`config.mk`:
```
export PLATFORM = sky130hd
export DESIGN_NAME = uart_tx_arbiter
export DESIGN_NICKNAME = d
export VERILOG_FILES = /design/src/rtl/uart_pkg.sv /design/src/rtl/uart_rr_picker.sv /design/src/rtl/uart_tx_arbiter.sv
export SDC_FILE = /design/constraint.sdc
export NUM_CORES = 1
export LEC_CHECK = 0
export CAP_MARGIN = 20
export CORE_ASPECT_RATIO = 0.5
export CORE_UTILIZATION = 41
export DETAILED_ROUTE_END_ITERATION = 6
export HOLD_SLACK_MARGIN = 0.02
export MAX_ROUTING_LAYER = met4
export PLACE_DENSITY = 0.9
export SLEW_MARGIN = 0
export SYNTH_ARGS = -nofsm -noshare
export SYNTH_HDL_FRONTEND = slang
export SYNTH_SLANG_ARGS = --single-unit
export TNS_END_PERCENT = 20
```
`constraint.sdc`:
```
create_clock -name clk -period 2.6 [get_ports clk]
set_input_delay 0.65 -clock clk [delete_from_list [all_inputs] [get_ports clk]]
set_output_delay 0.65 -clock clk [all_outputs]
set_load 0.02 [all_outputs]
```
`src/rtl/uart_pkg.sv`:
```
// Shared UART definitions: arbiter state encoding and the default byte width
// used by the receiver, transmitter and arbiter.
package uart_pkg;

   typedef enum logic [1:0] {
      ST_IDLE    = 2'd0,
      ST_SEND    = 2'd1,
      ST_RELEASE = 2'd2
   } uart_arb_state_e;

   localparam int UART_DATA_SIZE = 8;

endpackage

```
`src/rtl/uart_rr_picker.sv`:
```
// Combinational round-robin picker: the first requester at or after rr_ptr+1,
// wrapping modulo NUM_REQ. It is kept separate so other UART muxes can reuse it.
module uart_rr_picker
   import uart_pkg::*;
#(
   parameter int NUM_REQ = 4,
   parameter int ID_W    = $clog2(NUM_REQ)
) (
   input  logic [NUM_REQ-1:0] req,
   input  logic [ID_W-1:0]    rr_ptr,
   output logic               found,
   output logic [ID_W-1:0]    winner
);

   logic [ID_W-1:0] idx_s;
   logic            hit_s;

   // Scan from the farthest candidate to the nearest, so the nearest hit wins.
   always_comb begin
      found  = 1'b0;
      winner = '0;
      idx_s  = '0;
      hit_s  = 1'b0;
      for (int k = NUM_REQ; k >= 1; k--) begin
         idx_s  = ID_W'((int'(rr_ptr) + k) % NUM_REQ);
         hit_s  = req[idx_s];
         found  = found | hit_s;
         winner = hit_s ? idx_s : winner;
      end
   end

endmodule

```
`src/rtl/uart_tx_arbiter.sv`:
```
// Round-robin arbiter that shares one UART transmitter among NUM_REQ byte
// producers. A per-requester lock keeps multi-byte frames contiguous.
module uart_tx_arbiter
   import uart_pkg::*;
#(
   parameter int NUM_REQ   = 4,
   parameter int DATA_SIZE = UART_DATA_SIZE,
   parameter int ID_W      = $clog2(NUM_REQ)
) (
   input  logic                         clk,
   input  logic                         reset,
   input  logic [NUM_REQ-1:0]           req,
   input  logic [NUM_REQ-1:0]           lock,
   input  logic [NUM_REQ*DATA_SIZE-1:0] din,
   output logic [NUM_REQ-1:0]           ack,
   output logic [DATA_SIZE-1:0]         tx_data,
   output logic                         tx_send_req,
   input  logic                         tx_send_ack,
   output logic [ID_W-1:0]              grant_id,
   output logic                         busy
);

   uart_arb_state_e          state_q, state_d;
   logic [ID_W-1:0]          rr_ptr_q, rr_ptr_d;
   logic                     lock_hold_q, lock_hold_d;
   logic [ID_W-1:0]          grant_id_q, grant_id_d;
   logic [DATA_SIZE-1:0]     tx_data_q, tx_data_d;
   logic [NUM_REQ-1:0]       ack_q, ack_d;
   logic                     tx_send_req_q, tx_send_req_d;
   logic                     busy_q, busy_d;

   logic                     pick_found_s;
   logic [ID_W-1:0]          pick_winner_s;
   logic                     grant_s;
   logic [ID_W-1:0]          win_id_s;

   uart_rr_picker #(
      .NUM_REQ (NUM_REQ),
      .ID_W    (ID_W)
   ) u_picker (
      .req    (req),
      .rr_ptr (rr_ptr_q),
      .found  (pick_found_s),
      .winner (pick_winner_s)
   );

   always_ff @(posedge clk) begin
      if (reset) begin
         state_q       <= ST_IDLE;
         rr_ptr_q      <= ID_W'(NUM_REQ - 1);
         lock_hold_q   <= 1'b0;
         grant_id_q    <= '0;
         tx_data_q     <= '0;
         ack_q         <= '0;
         tx_send_req_q <= 1'b0;
         busy_q        <= 1'b0;
      end else begin
         state_q       <= state_d;
         rr_ptr_q      <= rr_ptr_d;
         lock_hold_q   <= lock_hold_d;
         grant_id_q    <= grant_id_d;
         tx_data_q     <= tx_data_d;
         ack_q         <= ack_d;
         tx_send_req_q <= tx_send_req_d;
         busy_q        <= busy_d;
      end
   end

   // A held lock restricts IDLE to the owner; once lock drops, round-robin applies at once.
   always_comb begin
      state_d  = state_q;
      grant_s  = 1'b0;
      win_id_s = grant_id_q;
      case (state_q)
         ST_IDLE: begin
            if (lock_hold_q && lock[grant_id_q]) begin
               grant_s  = req[grant_id_q];
               win_id_s = grant_id_q;
            end else begin
               grant_s  = pick_found_s;
               win_id_s = pick_winner_s;
            end
            if (grant_s) begin
               state_d = ST_SEND;
            end else begin
               state_d = ST_IDLE;
            end
         end
         ST_SEND: begin
            if (tx_send_ack) begin
               state_d = ST_RELEASE;
            end else begin
               state_d = ST_SEND;
            end
         end
         ST_RELEASE: begin
            if (!tx_send_ack) begin
               state_d = ST_IDLE;
            end else begin
               state_d = ST_RELEASE;
            end
         end
         default: begin
            state_d = ST_IDLE;
         end
      endcase
   end

   always_comb begin
      rr_ptr_d    = rr_ptr_q;
      lock_hold_d = lock_hold_q;
      grant_id_d  = grant_id_q;
      tx_data_d   = tx_data_q;
      ack_d       = '0;
      case (state_q)
         ST_IDLE: begin
            if (lock_hold_q && !lock[grant_id_q]) begin
               lock_hold_d = 1'b0;
            end else begin
               lock_hold_d = lock_hold_q;
            end
            if (grant_s) begin
               tx_data_d  = din[int'(win_id_s)*DATA_SIZE +: DATA_SIZE];
               grant_id_d = win_id_s;
               rr_ptr_d   = win_id_s;
               ack_d      = NUM_REQ'(1) << win_id_s;
            end else begin
               ack_d      = '0;
            end
         end
         ST_SEND: begin
            if (tx_send_ack) begin
               lock_hold_d = lock[grant_id_q];
            end else begin
               lock_hold_d = lock_hold_q;
            end
         end
         ST_RELEASE: begin
            lock_hold_d = lock_hold_q;
         end
         default: begin
            lock_hold_d = 1'b0;
         end
      endcase
      tx_send_req_d = (state_d == ST_SEND);
      busy_d        = (state_d != ST_IDLE);
   end

   assign ack         = ack_q;
   assign tx_data     = tx_data_q;
   assign tx_send_req = tx_send_req_q;
   assign grant_id    = grant_id_q;
   assign busy        = busy_q;

endmodule

```
==> impl_metrics.yaml, run 1 <==
layout:
  share_of_post_route_cells_with_drive_strength_above_1_pct: 18.27
  nets: 252
  layout.filler_cells: 204
  most-common-layout-cells: "sky130_fd_sc_hd__clkdlybuf4s50_1 (58), sky130_fd_sc_hd__dfxtp_1 (21), sky130_fd_sc_hd__buf_4 (14)"
  design_area_um2: 2028
  synthToLayoutAreaGrowth_pct: 56.32
  final_core_util_pct: 72.50
  mostFrequentLayoutCell: "sky130_fd_sc_hd__clkdlybuf4s50_1"
  antenna_cells: 0
setup_path:
  crit_path_max_incr_delay_ns: 0.50
  timing.critical_path.to_type: "register"
  critical-path-slowest-cell: "sky130_fd_sc_hd__clkdlybuf4s50_1"
  reg2regPathDepth: 7
  critPathKind: "input port to register"
  reg2reg_setup_slack_ns: 0.46
  critPathRequiredTime_ns: 2.78
  worstPathCellList: "clkdlybuf4s50_1, mux2i_4, o22a_4, mux2_4, nand2_4, or3_1, buf_4, o211ai_2"
  cp_max_fo: 10
  r2r_end: "tx_data[0]"
  arrival_time_reported_for_the_critical_path_endpoint_ns: 2.56
  worst_setup_path_start_kind: "input port"
  worst_r2r_startpoint: "grant_id[0]"
synth:
  post_synth_mux_area_share_pct: 14.85
  synth-seq-area-share_pct: 32.40
  synthSimpleGateAreaFrac_pct: 20.83
  synthesis.yosys.warnings: 0
  synth_fa_ha_area_share_pct: 0
  netlist_instances: 138
  dominant_combinational_cell_family_by_area_after_synthesis: "compound AO/OA/AOI/OAI gates"
  yosys_register_bits: 21
  yosys.area_share.xor_xnor_pct: 0.6750
  synth.net_count: 181
  post_synth_instance_area_um2: 1297
  synth-compound-area-share_pct: 27.39
  synth_area_per_cell_um2: 9.402
  ys_types: 38
timing:
  finalSetupViolations: 0
  tns_ns: 0
  final_max_slew_viol_count: 0
  finalCriticalPeriod_ns: 2.376
  finalClockSkew_ns: 0.002398
  layout_worst_path_cycle_share_pct: 91.39
  final_critical_path_setup_slack_ns: 0.2240
  timing.final.hold_violations: 0
  timing.fmax_ghz: 0.4209
  grt_setup_unrepaired: "false"
  worst_slew_margin_relative_to_its_limit_pct: 72.35
  worst_pin_slew_ns: 0.4143
outcome:
  run_status: "completed"
floorplanning:
  std_cell_rows: 13
  die_w_um: 81.56
  initial_utilization_pct: 46.38
  die_h_um: 41.78
  design.core.area_um2: 2798
  pin_count: 59
  area_of_the_die_um2: 3407
drt:
  avgViaCountPerCell: 5.457
  initialDrtViolationCount: 83
  dr.pass1.iters: 4
  number_of_drc_violations_after_detailed_routing: 0
  average_wire_per_cell_in_the_routed_design_um: 15.09
  postRouteWirelength_mm: 3.698
  vias: 1337
  detail-route-antenna-nets: 0
pwr:
  p_per_area_nw_per_um2: 611.2
  max-vdd-ir-drop_uv: 332.3
  pwr-share-clk_pct: 17.0
  sw_share_pct: 35.40
  p_sw_uw: 438.8
  p_leak_uw: 0.0007938
  combPwrFrac_pct: 48.6
  seqPwrFrac_pct: 34.4
  p_int_uw: 800.8
global_route:
  grt_overflow_total: 0
  grt_max_degree: 13
  initial_antenna_violation_count: 0
  grt_util_all_layers_pct: 24.05
  number_of_global_route_vias_before_repair: 1350
  grt_pass1_wl_mm: 6.099
cts:
  clk_transition_reported_paths_ns: 0.07
  clk_latency_ns: 0.26
  cts.htree.levels: 1
  clock-root-buffer: "sky130_fd_sc_hd__clkbuf_8"
  clock_sinks: 21
  numCtsBuffers: 3
  cts_tree: "done"
  cts_resized: 0
  postCtsHoldBufs: 0
  cts_buffer_depth: 2
  post-cts-setup-buffers: 0
placement:
  dp_hpwl_mm: 2.965
  numPortBuffers: 58
  placed_area_um2: 1983
  post-place-ws_ns: -0.03297
  gpl.final_weighted_congestion: 0.8951
hold_path:
  holdCritPathClass: "register to register"
  timing.hold.worst_endpoint: "tx_data[7]"
  hold_path_depth: 2
  hold_path_startpoint: "tx_data[7]"
flow_run:
  drv.max_cap_violation_count: 0
[Yosys cell counts]
cell type                  count  area [µm²]
sky130_fd_sc_hd__a211o_1       1       8.760
sky130_fd_sc_hd__a21bo_1       5       50.05
sky130_fd_sc_hd__a21bo_2       2       20.02
sky130_fd_sc_hd__a21oi_1       8       40.04
sky130_fd_sc_hd__a31o_1        1       8.760
sky130_fd_sc_hd__a31oi_1       1       6.260
sky130_fd_sc_hd__and4b_1       2       20.02
sky130_fd_sc_hd__buf_6         3       33.78
sky130_fd_sc_hd__clkbuf_1      2       7.510
sky130_fd_sc_hd__clkbuf_2      1       5.000
sky130_fd_sc_hd__dfxtp_1      21       420.4
sky130_fd_sc_hd__inv_2         1       3.750
sky130_fd_sc_hd__mux2_4        1       15.01
sky130_fd_sc_hd__mux2i_1      11       110.1
sky130_fd_sc_hd__mux2i_4       2       45.04
sky130_fd_sc_hd__mux4_2        1       22.52
sky130_fd_sc_hd__nand2_1      11       41.29
sky130_fd_sc_hd__nand2_2       1       6.260
sky130_fd_sc_hd__nand2_4       1       11.26
sky130_fd_sc_hd__nand2b_1      3       18.77
sky130_fd_sc_hd__nand3_1       8       40.04
sky130_fd_sc_hd__nand3b_1      1       7.510
sky130_fd_sc_hd__nand4b_2      1       15.01
sky130_fd_sc_hd__nor2_1       11       41.29
sky130_fd_sc_hd__nor2_2        1       6.260
sky130_fd_sc_hd__nor2b_1       6       37.54
sky130_fd_sc_hd__nor3_1        1       5.000
sky130_fd_sc_hd__nor3b_1       1       7.510
sky130_fd_sc_hd__o211ai_2      7       87.58
sky130_fd_sc_hd__o21ai_0      12       60.06
sky130_fd_sc_hd__o21bai_1      2       15.01
sky130_fd_sc_hd__o221ai_1      2       17.52
sky130_fd_sc_hd__o221ai_2      1       15.01
sky130_fd_sc_hd__o22a_1        1       8.760
sky130_fd_sc_hd__o22a_4        1       17.52
sky130_fd_sc_hd__or2_2         1       6.260
sky130_fd_sc_hd__or3_1         1       6.260
sky130_fd_sc_hd__xnor2_1       1       8.760
[per-layer routing]
layer | wire, µm | global-route usage (%) | up-vias
li1 | - | - | 651
met1 | 1576 | 27.39 | 633
met2 | 1861 | 42.50 | 45
met3 | 195 | 4.615 | 8
met4 | 65 | 7.143 | 0
met5 | 0 | - | -
[worst max path at each step]
stage | from | endpoint | cells after the start
after floorplan | grant_id[0] | tx_data[0] | 8
after global placement | lock[3] | tx_data[7] | 8
after detailed placement | lock[3] | tx_data[7] | 8
after CTS | lock[2] | tx_data[7] | 8
after global routing | lock[2] | tx_data[7] | 8
final | lock[2] | tx_data[5] | 8
[power by group through the flow]
| stage | Combinational (µW) | Clock [µW] | Sequential (µW) |
|---|---|---|---|
| after CTS | 602 | 215 | 426 |
| after global routing | 645 | 234 | 435 |
| after global placement | 581 | 0 | 430 |
| final | 602 | 211 | 426 |
| after detailed placement | 598 | 0 | 434 |
| after floorplan | 301 | 0 | 478 |
[area by class of cell]
cell class | instances | area [µm²] | area share, %
clock buffer | 4 | 45.04 | 2.221
timing repair buffer | 72 | 685.7 | 33.81
sequential | 21 | 420.4 | 20.73
inverter | 1 | 3.754 | 0.1851
multi-input combinational | 110 | 827.0 | 40.78
tap | 37 | 46.29 | 2.283
[critical path: cells and delay by family]
family	cells	cell delay (ns)
AOI/OAI and AO/OA	2	0.45
buffers and inverters	2	0.70
muxes	2	0.32
and+or+nand+nor	2	0.42
[cell families (layout without fill, tap and decap cells)]
family | after synthesis | in the layout
AOI/OAI and AO/OA | 44 | 44
xor gates and xnor gates | 1 | 1
muxes | 15 | 15
buffers and inverters | 7 | 77
and+or+nand+nor | 50 | 50
DFF | 21 | 21
[through the flow]
step	hold WS [ns]	total power (µW)	std cells
detailed placement	0.4684	1032	241
finish	0.4771	1240	245
CTS	0.4808	1243	245
global route	0.4927	1314	245
global placement	0.4553	1011	241
floorplan	0.4736	778.3	138
[flip-flops by register name (all words and copies together) (netlist names)]
| name | count |
|---|---|
| busy | 1 |
| tx_send_req | 1 |
| grant_id | 2 |
| tx_data | 8 |
| rr_ptr_q | 2 |
| lock_hold_q | 1 |
| state_q | 2 |
| ack | 4 |
Power figures use the tool's default switching activity.
==> inputs of run 2 (changes only) <==
Settings changed: CAP_MARGIN 20 to not set, CORE_UTILIZATION 41 to 37, CTS_CLUSTER_DIAMETER set to 80, PLACE_DENSITY 0.9 to 0.87.
Clock period 2.6 ns to 2.05 ns, I/O delays scaled along.
==> impl_metrics.yaml, run 2 (synthesized netlist as in run 1, its figures left out) <==
outcome:
  run_status: "completed"
setup_path:
  arrival_time_reported_for_the_critical_path_endpoint_ns: 2.19
  r2r_end: "tx_data[6]"
  critical-path-slowest-cell: "sky130_fd_sc_hd__and4b_1"
  worstPathCellList: "dlygate4sd2_1, buf_4, nor2b_1, o21bai_1, and4b_1, o21ai_0, a21bo_4, o211ai_2"
  critPathKind: "input port to register"
  worst_r2r_startpoint: "grant_id[0]"
  reg2reg_setup_slack_ns: 0.08
  cp_max_fo: 8
  critPathRequiredTime_ns: 2.25
  cp_top_family: "compound AO/OA/AOI/OAI gates"
  reg2regPathDepth: 8
  worst_setup_path_start_kind: "input port"
  cp_num_buf_inv: 2
  crit_path_max_incr_delay_ns: 0.42
  timing.critical_path.to_type: "register"
cts:
  clk_transition_reported_paths_ns: 0.08
  clk_latency_ns: 0.27
  numCtsBuffers: 3
  cts_buffer_depth: 2
  clock-root-buffer: "sky130_fd_sc_hd__clkbuf_8"
  cts_tree: "done"
  clock_sinks: 21
  cts.htree.levels: 1
drt:
  number_of_drc_violations_after_detailed_routing: 0
  vias: 1405
  detail-route-antenna-nets: 0
  avgViaCountPerCell: 5.243
  dr.pass1.iters: 4
  initialDrtViolationCount: 76
  average_wire_per_cell_in_the_routed_design_um: 15.35
  postRouteWirelength_mm: 4.113
global_route:
  number_of_global_route_vias_before_repair: 1304
  grt_pass1_wl_mm: 6.251
  grt_overflow_total: 0
  initial_antenna_violation_count: 0
  grt_max_degree: 13
  grt_util_all_layers_pct: 22.63
hold_path:
  timing.hold.worst_endpoint: "tx_data[1]"
  hold_path_depth: 2
  holdCritPathClass: "register to register"
  hold_path_startpoint: "tx_data[1]"
pwr:
  combPwrFrac_pct: 53.6
  max-vdd-ir-drop_uv: 306.8
  p_sw_uw: 624.0
  p_int_uw: 1136
  p_per_area_nw_per_um2: 783.4
  sw_share_pct: 35.44
  p_leak_uw: 0.0008947
  finalPower_uw: 1760
  pwr-share-clk_pct: 15.9
  seqPwrFrac_pct: 30.6
flow_run:
  drv.max_cap_violation_count: 0
timing:
  grt_setup_unrepaired: "false"
  tns_ns: 0
  finalCriticalPeriod_ns: 1.980
  final_max_slew_viol_count: 0
  worst_slew_margin_relative_to_its_limit_pct: 77.88
  final_critical_path_setup_slack_ns: 0.06975
  timing.final.hold_violations: 0
  timing.fmax_ghz: 0.5050
  finalSetupViolations: 0
  layout_worst_path_cycle_share_pct: 96.60
  finalClockSkew_ns: 0.009445
  worst_pin_slew_ns: 0.3311
placement:
  numPortBuffers: 58
  place_inst: 260
  dp_hpwl_mm: 2.987
  post-place-ws_ns: -0.4289
  gpl.final_weighted_congestion: 0.8804
  placed_area_um2: 2091
floorplanning:
  design.core.area_um2: 3171
  die_w_um: 85.75
  initial_utilization_pct: 40.92
  die_h_um: 43.88
  std_cell_rows: 14
  pin_count: 59
  area_of_the_die_um2: 3762
layout:
  largest_register_ff_count: 8
  final_cells: 268
  layout.filler_cells: 222
  share_of_post_route_cells_with_drive_strength_above_1_pct: 27.27
  antenna_cells: 0
  nets: 264
  most-common-layout-cells: "sky130_fd_sc_hd__clkdlybuf4s50_1 (50), sky130_fd_sc_hd__dfxtp_1 (20), sky130_fd_sc_hd__buf_4 (18)"
  mostFrequentLayoutCell: "sky130_fd_sc_hd__clkdlybuf4s50_1"
  design_area_um2: 2247
  synthToLayoutAreaGrowth_pct: 73.19
[run 2: changes by cell type in the layout (fill, tap and decap cells not counted), moves of 2 or more]
cell,delta
sky130_fd_sc_hd__buf_12,+2
sky130_fd_sc_hd__buf_4,+4
sky130_fd_sc_hd__buf_6,+5
sky130_fd_sc_hd__clkdlybuf4s50_1,-8
sky130_fd_sc_hd__dlygate4sd2_1,+8
sky130_fd_sc_hd__mux2i_1,-3
sky130_fd_sc_hd__mux2i_2,+2
sky130_fd_sc_hd__o21ai_0,-2
sky130_fd_sc_hd__o21ai_1,+2
[run 2: routing by layer]
metal	up-vias	global-route usage, %	routed length (µm)
met5	-	-	0
met4	0	4.333	26
met3	4	5.524	243
met2	52	41.76	2193
met1	672	25.52	1650
li1	677	-	-
[run 2: cell type report]
class	instances	area [µm²]	share of cell area (%)
Multi-Input combinational cell	110	885.9	39.42
Timing Repair Buffer	84	827.0	36.80
Sequential cell	21	424.2	18.88
Tap cell	48	60.06	2.673
Clock buffer	3	41.29	1.837
Clock inverter	1	5.005	0.2227
Inverter	1	3.754	0.1670
[run 2: tightest hold or removal path, delay by kind of cell (launching register included)]
kind / cells / cell delay (ns)
DFF: 1 / 0.34
and+or+nand+nor: 1 / 0.06
AOI/OAI and AO/OA: 1 / 0.06
[run 2: worst max-delay path by stage]
| stage | cells after the start | slack [ns] | endpoint | from |
|---|---|---|---|---|
| 5_1_grt | 9 | 0.009 | tx_data[7] | grant_id[0] |
| 4_1_cts | 8 | 0.01 | tx_data[7] | grant_id[0] |
| 6_report | 8 | 0.07 | tx_data[6] | req[3] |
| 2_1_floorplan | 6 | 0.003 | tx_data[0] | grant_id[0] |
| 3_3_place_gp | 8 | -0.35 | tx_data[7] | lock[3] |
| 3_5_place_dp | 8 | -0.43 | tx_data[7] | lock[3] |
[run 2: timing repair]
item,CTS,global route
gates cloned,1,1
pin swaps,1,4
hold buffers,0,0
resized for setup,18,12
setup endpoints to repair,13,12
buffers inserted,0,2
[run 2: power groups by stage]
| stage | Sequential [µW] | Clock [µW] | Combinational, µW |
|---|---|---|---|
| floorplan | 606 | 0 | 388 |
| global placement | 539 | 0 | 812 |
| detailed placement | 543 | 0 | 833 |
| CTS | 534 | 287 | 866 |
| global route | 546 | 311 | 995 |
| finish | 538 | 279 | 943 |
[run 2: metrics by stage]
step                utilization (%)  hold slack (ns)
finish                        70.88           0.4844
global route                  70.88           0.5044
CTS                           68.47           0.4845
detailed placement            65.94           0.4638
global placement              65.94           0.4530
floorplan                         -           0.4736
